==> src/rtl/spi_sram_master.sv <==
// SPI mode-0 initiator turning single-byte requests into 23LC-style READ/WRITE SRAM frames.
// Latency: rsp_valid 2*(16+ADDR_W) clks after accept; 16 clks for a sequential burst continuation.
// Backpressure: req_ready only in IDLE (or HOLD for a matching next-address request).
// Optional sequential burst continuation: define SPI_SRAM_MASTER_BURST_EN.
module spi_sram_master #(
    parameter int         ADDR_W    = 24,
    parameter logic [7:0] CMD_READ  = 8'h03,
    parameter logic [7:0] CMD_WRITE = 8'h02,
    parameter int         CS_IDLE   = 2,
    parameter int         HOLD_MAX  = 8
) (
    input  logic              clk,
    input  logic              rst,
    input  logic              req_valid,
    output logic              req_ready,
    input  logic              req_wr,
    input  logic [ADDR_W-1:0] req_addr,
    input  logic [7:0]        req_wdata,
    output logic              rsp_valid,
    output logic [7:0]        rsp_rdata,
    output logic              cs_n,
    output logic              sclk,
    output logic              mosi,
    input  logic              miso
);
    localparam int         TOT       = 16 + ADDR_W;
    localparam logic [5:0] GAP_LOAD  = 6'(CS_IDLE - 1);
    localparam logic [5:0] ADDR_LOAD = 6'(ADDR_W - 1);

    localparam logic [2:0] ST_IDLE = 3'd0;
    localparam logic [2:0] ST_CMD  = 3'd1;
    localparam logic [2:0] ST_ADDR = 3'd2;
    localparam logic [2:0] ST_DATA = 3'd3;
    localparam logic [2:0] ST_GAP  = 3'd4;
`ifdef SPI_SRAM_MASTER_BURST_EN
    localparam logic [2:0] ST_HOLD   = 3'd5;
    localparam logic [5:0] HOLD_LAST = 6'(HOLD_MAX - 1);
`endif

    logic [2:0]     state;
    logic [5:0]     bit_cnt;    // bits left in the current field, or gap/hold clock count
    logic [TOT-1:0] shreg;      // outgoing frame, MSB is the bit on the wire
    logic [6:0]     rx_sh;      // first seven received data bits
    logic           armed;      // low until the first clock after reset release
    logic           cur_wr;
    logic [7:0]     cmd_byte;
    logic           accept;

    assign cmd_byte = req_wr ? CMD_WRITE : CMD_READ;
    // Driving mosi straight from the frame register keeps it glitch-free and only
    // lets it move when the frame shifts (falling sclk edges) or is loaded.
    assign mosi     = shreg[TOT-1];
    assign accept   = req_valid && req_ready;

`ifdef SPI_SRAM_MASTER_BURST_EN
    logic [ADDR_W-1:0] last_addr;
    logic [ADDR_W-1:0] next_addr;
    assign next_addr = last_addr + {{(ADDR_W-1){1'b0}}, 1'b1};
    assign req_ready = armed && ((state == ST_IDLE) ||
                       ((state == ST_HOLD) && req_valid && (req_wr == cur_wr) && (req_addr == next_addr)));
`else
    logic unused_hold;
    assign unused_hold = (HOLD_MAX > 0);
    assign req_ready   = armed && (state == ST_IDLE);
`endif

    // Frame sequencer: two clks per bit, frames cs_n, samples miso in DATA, paces the cs_n gap.
    always_ff @(posedge clk or posedge rst) begin
        if (rst) begin
            state     <= ST_IDLE;
            bit_cnt   <= 6'd0;
            shreg     <= '0;
            rx_sh     <= 7'd0;
            armed     <= 1'b0;
            cur_wr    <= 1'b0;
            cs_n      <= 1'b1;
            sclk      <= 1'b0;
            rsp_valid <= 1'b0;
            rsp_rdata <= 8'h00;
`ifdef SPI_SRAM_MASTER_BURST_EN
            last_addr <= '0;
`endif
        end else begin
            armed     <= 1'b1;
            rsp_valid <= 1'b0;
            case (state)
                ST_IDLE: begin
                    if (accept) begin
                        state   <= ST_CMD;
                        bit_cnt <= 6'd7;
                        cs_n    <= 1'b0;
                        sclk    <= 1'b0;
                        shreg   <= {cmd_byte, req_addr, (req_wr ? req_wdata : 8'h00)};
                        cur_wr  <= req_wr;
`ifdef SPI_SRAM_MASTER_BURST_EN
                        last_addr <= req_addr;
`endif
                    end
                end
                ST_CMD, ST_ADDR, ST_DATA: begin
                    if (!sclk) begin
                        sclk <= 1'b1;
                    end else begin
                        sclk  <= 1'b0;
                        shreg <= {shreg[TOT-2:0], 1'b0};
                        if (state == ST_DATA)
                            rx_sh <= {rx_sh[5:0], miso};
                        if (bit_cnt != 6'd0) begin
                            bit_cnt <= bit_cnt - 6'd1;
                        end else if (state == ST_CMD) begin
                            state   <= ST_ADDR;
                            bit_cnt <= ADDR_LOAD;
                        end else if (state == ST_ADDR) begin
                            state   <= ST_DATA;
                            bit_cnt <= 6'd7;
                        end else begin
                            rsp_valid <= 1'b1;
                            if (!cur_wr)
                                rsp_rdata <= {rx_sh, miso};
`ifdef SPI_SRAM_MASTER_BURST_EN
                            state   <= ST_HOLD;
                            bit_cnt <= 6'd0;
`else
                            state   <= ST_GAP;
                            bit_cnt <= GAP_LOAD;
                            cs_n    <= 1'b1;
`endif
                        end
                    end
                end
                ST_GAP: begin
                    if (bit_cnt == 6'd0)
                        state <= ST_IDLE;
                    else
                        bit_cnt <= bit_cnt - 6'd1;
                end
`ifdef SPI_SRAM_MASTER_BURST_EN
                ST_HOLD: begin
                    if (accept) begin
                        // Sequential continuation: the SRAM auto-increments, so only the data byte goes out.
                        state     <= ST_DATA;
                        bit_cnt   <= 6'd7;
                        shreg     <= {(req_wr ? req_wdata : 8'h00), {(TOT-8){1'b0}}};
                        last_addr <= req_addr;
                    end else if (req_valid || (bit_cnt == HOLD_LAST)) begin
                        cs_n    <= 1'b1;
                        state   <= ST_GAP;
                        bit_cnt <= GAP_LOAD;
                    end else begin
                        bit_cnt <= bit_cnt + 6'd1;
                    end
                end
`endif
                default: state <= ST_IDLE;
            endcase
        end
    end
endmodule

==> config.mk <==
export PLATFORM = sky130hd
export DESIGN_NAME = spi_sram_master
export DESIGN_NICKNAME = d
export VERILOG_FILES = /design/src/rtl/spi_sram_master.sv
export SDC_FILE = /design/constraint.sdc
export NUM_CORES = 1
export LEC_CHECK = 0
export BUFFER_PORTS_ARGS = -buffer_cell sky130_fd_sc_hd__buf_2
export CAP_MARGIN = 20
export CELL_PAD_IN_SITES_DETAIL_PLACEMENT = 2
export CELL_PAD_IN_SITES_GLOBAL_PLACEMENT = 2
export CORE_MARGIN = 4
export CORE_UTILIZATION = 30
export CTS_CLUSTER_SIZE = 28
export DETAILED_ROUTE_END_ITERATION = 16
export MAX_ROUTING_LAYER = met4
export PLACE_DENSITY = 0.67
export SKIP_CTS_REPAIR_TIMING = 1
export SLEW_MARGIN = 20
export SYNTH_ARGS = -nofsm -noshare
export SYNTH_HDL_FRONTEND = slang
export SYNTH_SLANG_ARGS = --single-unit
export TNS_END_PERCENT = 20
==> constraint.sdc <==
create_clock -name clk -period 3.1 [get_ports clk]
set_input_delay 0.93 -clock clk [delete_from_list [all_inputs] [get_ports clk]]
set_output_delay 0.93 -clock clk [all_outputs]
set_load 0.1 [all_outputs]
==> impl_results.md <==
- Status: finished, final reports clean
- Hold Path Cell Cnt: 1
- Clk Tree Root Cell: clkbuf_8
- Max-Cap Viols: 0
- Main combinational cell family by area after synthesis: simple AND/OR/NAND/NOR gates
- Core area: 10300 µm²
- Clock slew at reported path FFs: 0.09 ns
- Sw frac: 42.9%
- I/O pins: 50
- R2R Path Start: bit_cnt[0]
- Post-Synthesis Cells: 322
- Syn Nets: 360
- Tmin final: 2.78 ns
- Die W: 110 µm
- Most common cell after layout, fill and taps aside: dfrtp_1
- CP Launch Type: flop
- Synth Area in Simple Gates: 20.0%
- P_sw: 1.78 mW
- Largest net degree at the start of global routing: 65
- Post-synthesis compound-gate area fraction: 14.9%
- Crit. End Element: output pin
- Hold Path Class: flop to flop
- Crit-path max FO: 16
- Detailed Route WL: 8.16 mm
- Worst-Margin Slew: 0.805 ns
- M3 GR Usage: 2.25%
- CTS max path bufs: 2
- EDFF count, synth: 0
- Hold Startpoint: shreg[32]
- Fill cell count: 1170
- Seq cells post-synth: 69
- WP data arrival: 1.85 ns
- GRT Util Overall: 14.4%
- Final hold vios: 0
- DRC: 0
- Clock share of power: 19.5%
- Max VDD drop: 0.000399 V
- Layout cells sized above 1: 25.6%
- R2r endpoint: rsp_rdata[7]
- Vias: 2525
- GR Layer Usage met2: 23.2%
- Drt first pass iters: 4
- Starting Density: 30.6%
- Core Util, Final: 36.4%
- Nets: 400
- Max Slew Vio Count: 0
- Synth unique cells: 48
- Seq pwr share: 37.9%
- Cell Area, Synth: 3150 µm²
- DR vias/cell: 5.02
- Adder and majority gate portion of the synthesized area: 0.398%
- Slew margin rel.: 46.2%
- TNS Setup: 0 ns
- Die ar.: 12200 µm²
- GR peak layer: met2
- DRT iter0 DRCs: 73
- Hold Path End: shreg[33]
- Clock Skew: 0.0163 ns
- Primary FF master, synth: dfrtp_1
- XOR/XNOR Fraction of Synth Area: 0.278%
- Leak Pwr: 1.70 nW
- Final setup fails: 0
- Achievable frequency: 360 MHz
- Post-synthesis mux area share: 5.73%
- Dpl ws: 0.624 ns
- Setup slack, reg-to-reg: 0.69 ns
- Row count: 37
- Grt ovf: 0
- Fin crit share: 89.6%
- P_int: 2.37 mW
- Setup WS post-layout: 0.323 ns
- DR WL/cell: 16.2 µm
- Initial antenna violation count: 0
- Clock sinks: 69
- Most frequent cells in the layout: 68 x dfrtp_1, 62 x nand2_1, 49 x buf_2
- First-pass GRT wire length: 14.0 mm
- PortBufs: 49
- Vias in the first global route: 2844
- Power Dens Cells: 1110 nW/µm²
- RSZ-0062 raised after global routing: no
- Area added between synthesis and finish: 19.0%
- HPWL after DPL: 5.47 mm
- GP Congestion: 0.814
- Mean Syn Cell Area: 9.77 µm²
- CTS tree: yes
- CP Class: flop to output pin
- Comb power frac: 42.5%
- Die Ht: 110 µm
- Worst reg2reg path depth: 6
- GR Util met1: 18.0%
- Clock Latency Late Sink: 0.36 ns
- H-tree Lvls: 3
- Antenna viol nets, final: 0
- Yosys warning count: 0
- Ys async rst share: 100%
- Total CTS buffers: 9
- Critical Path Start: state[1]
- Data required, critical path: 2.17 ns
- Seq/Total Area, Yosys: 54.9%
- Antenna Cells: 0
[critical path, cell delays in order, from the launching register on]
cell and delay [ns]:
dfrtp_1 0.55, nor3_1 0.36, and2_1 0.17, buf_2 0.42
[area by class of cell]
| type | instances | area, µm² | share of cell area [%] |
|---|---|---|---|
| inverters | 4 | 15.0 | 0.401 |
| clock inverters | 6 | 88.8 | 2.37 |
| flip-flops and latches | 69 | 1730 | 46.1 |
| clock buffers | 10 | 128 | 3.41 |
| repair buffers | 53 | 300 | 8.02 |
| well taps | 136 | 170 | 4.54 |
| multi-input cells | 225 | 1320 | 35.1 |
[synthesized netlist by cell type (2+ instances only)]
cell type | n | area share (%)
buf_1 | 3 | 0.36
buf_2 | 2 | 0.32
a21o_1 | 2 | 0.48
o211ai_1 | 2 | 0.48
o21ai_0 | 9 | 1.4
nand4b_1 | 2 | 0.56
o31ai_1 | 2 | 0.48
mux2_2 | 16 | 5.7
nor4_1 | 2 | 0.40
nand2_1 | 62 | 7.4
nand3_1 | 11 | 1.7
dfrtp_1 | 68 | 54
or2_2 | 2 | 0.40
nor3_1 | 6 | 0.95
a31oi_1 | 32 | 6.4
and2_1 | 2 | 0.40
inv_1 | 4 | 0.48
nor2_1 | 36 | 4.3
nor3b_1 | 2 | 0.48
a22o_1 | 6 | 1.7
clkbuf_1 | 18 | 2.1
a21oi_1 | 7 | 1.1
[how the worst max path moves through the flow]
stage / to
floorplan: armed
global placement: req_ready
detailed placement: rsp_rdata[7]
CTS: req_ready
global route: req_ready
finish: req_ready
[power groups by stage]
stage / combinational [mW] / clock (mW) / sequential [mW]
6_report: 1.76 / 0.810 / 1.57
5_1_grt: 2.00 / 0.876 / 1.63
4_1_cts: 1.81 / 0.834 / 1.58
3_5_place_dp: 1.80 / 0 / 1.59
3_3_place_gp: 1.73 / 0 / 1.57
2_1_floorplan: 1.23 / 0 / 1.69
[registers in the layout (all words and copies together) (netlist names)]
register / flops
shreg: 40
rsp_rdata: 8
rx_sh: 7
bit_cnt: 6
state: 3
armed: 1
cs_n: 1
cur_wr: 1
rsp_valid: 1
sclk: 1
[cells by family (layout without fill, tap and decap cells)]
group / after synthesis / after routing
buf+inv: 28 / 73
mux: 16 / 16
compound gates: 70 / 70
flops: 69 / 69
simple gates: 136 / 136
fa+ha+maj: 1 / 1
xor+xnor: 1 / 1
other cells: 1 / 1
[routing by layer]
layer,part of all wire (%),vias up
li1,-,1208
met3,2.0,10
met1,46,1274
met5,0,-
met2,50,33
met4,1.9,0
[per-stage QoR]
| stage | cells | total power [mW] | hold WS [ns] | instance area (µm²) |
|---|---|---|---|---|
| floorplan | 322 | 2.92 | 0.450 | 3150 |
| global route | 503 | 4.51 | 0.528 | 3740 |
| finish | 503 | 4.15 | 0.495 | 3740 |
| global placement | 487 | 3.30 | 0.468 | 3530 |
| detailed placement | 487 | 3.39 | 0.485 | 3530 |
| CTS | 503 | 4.22 | 0.502 | 3740 |
No activity file was read; power rests on OpenSTA's default activity.
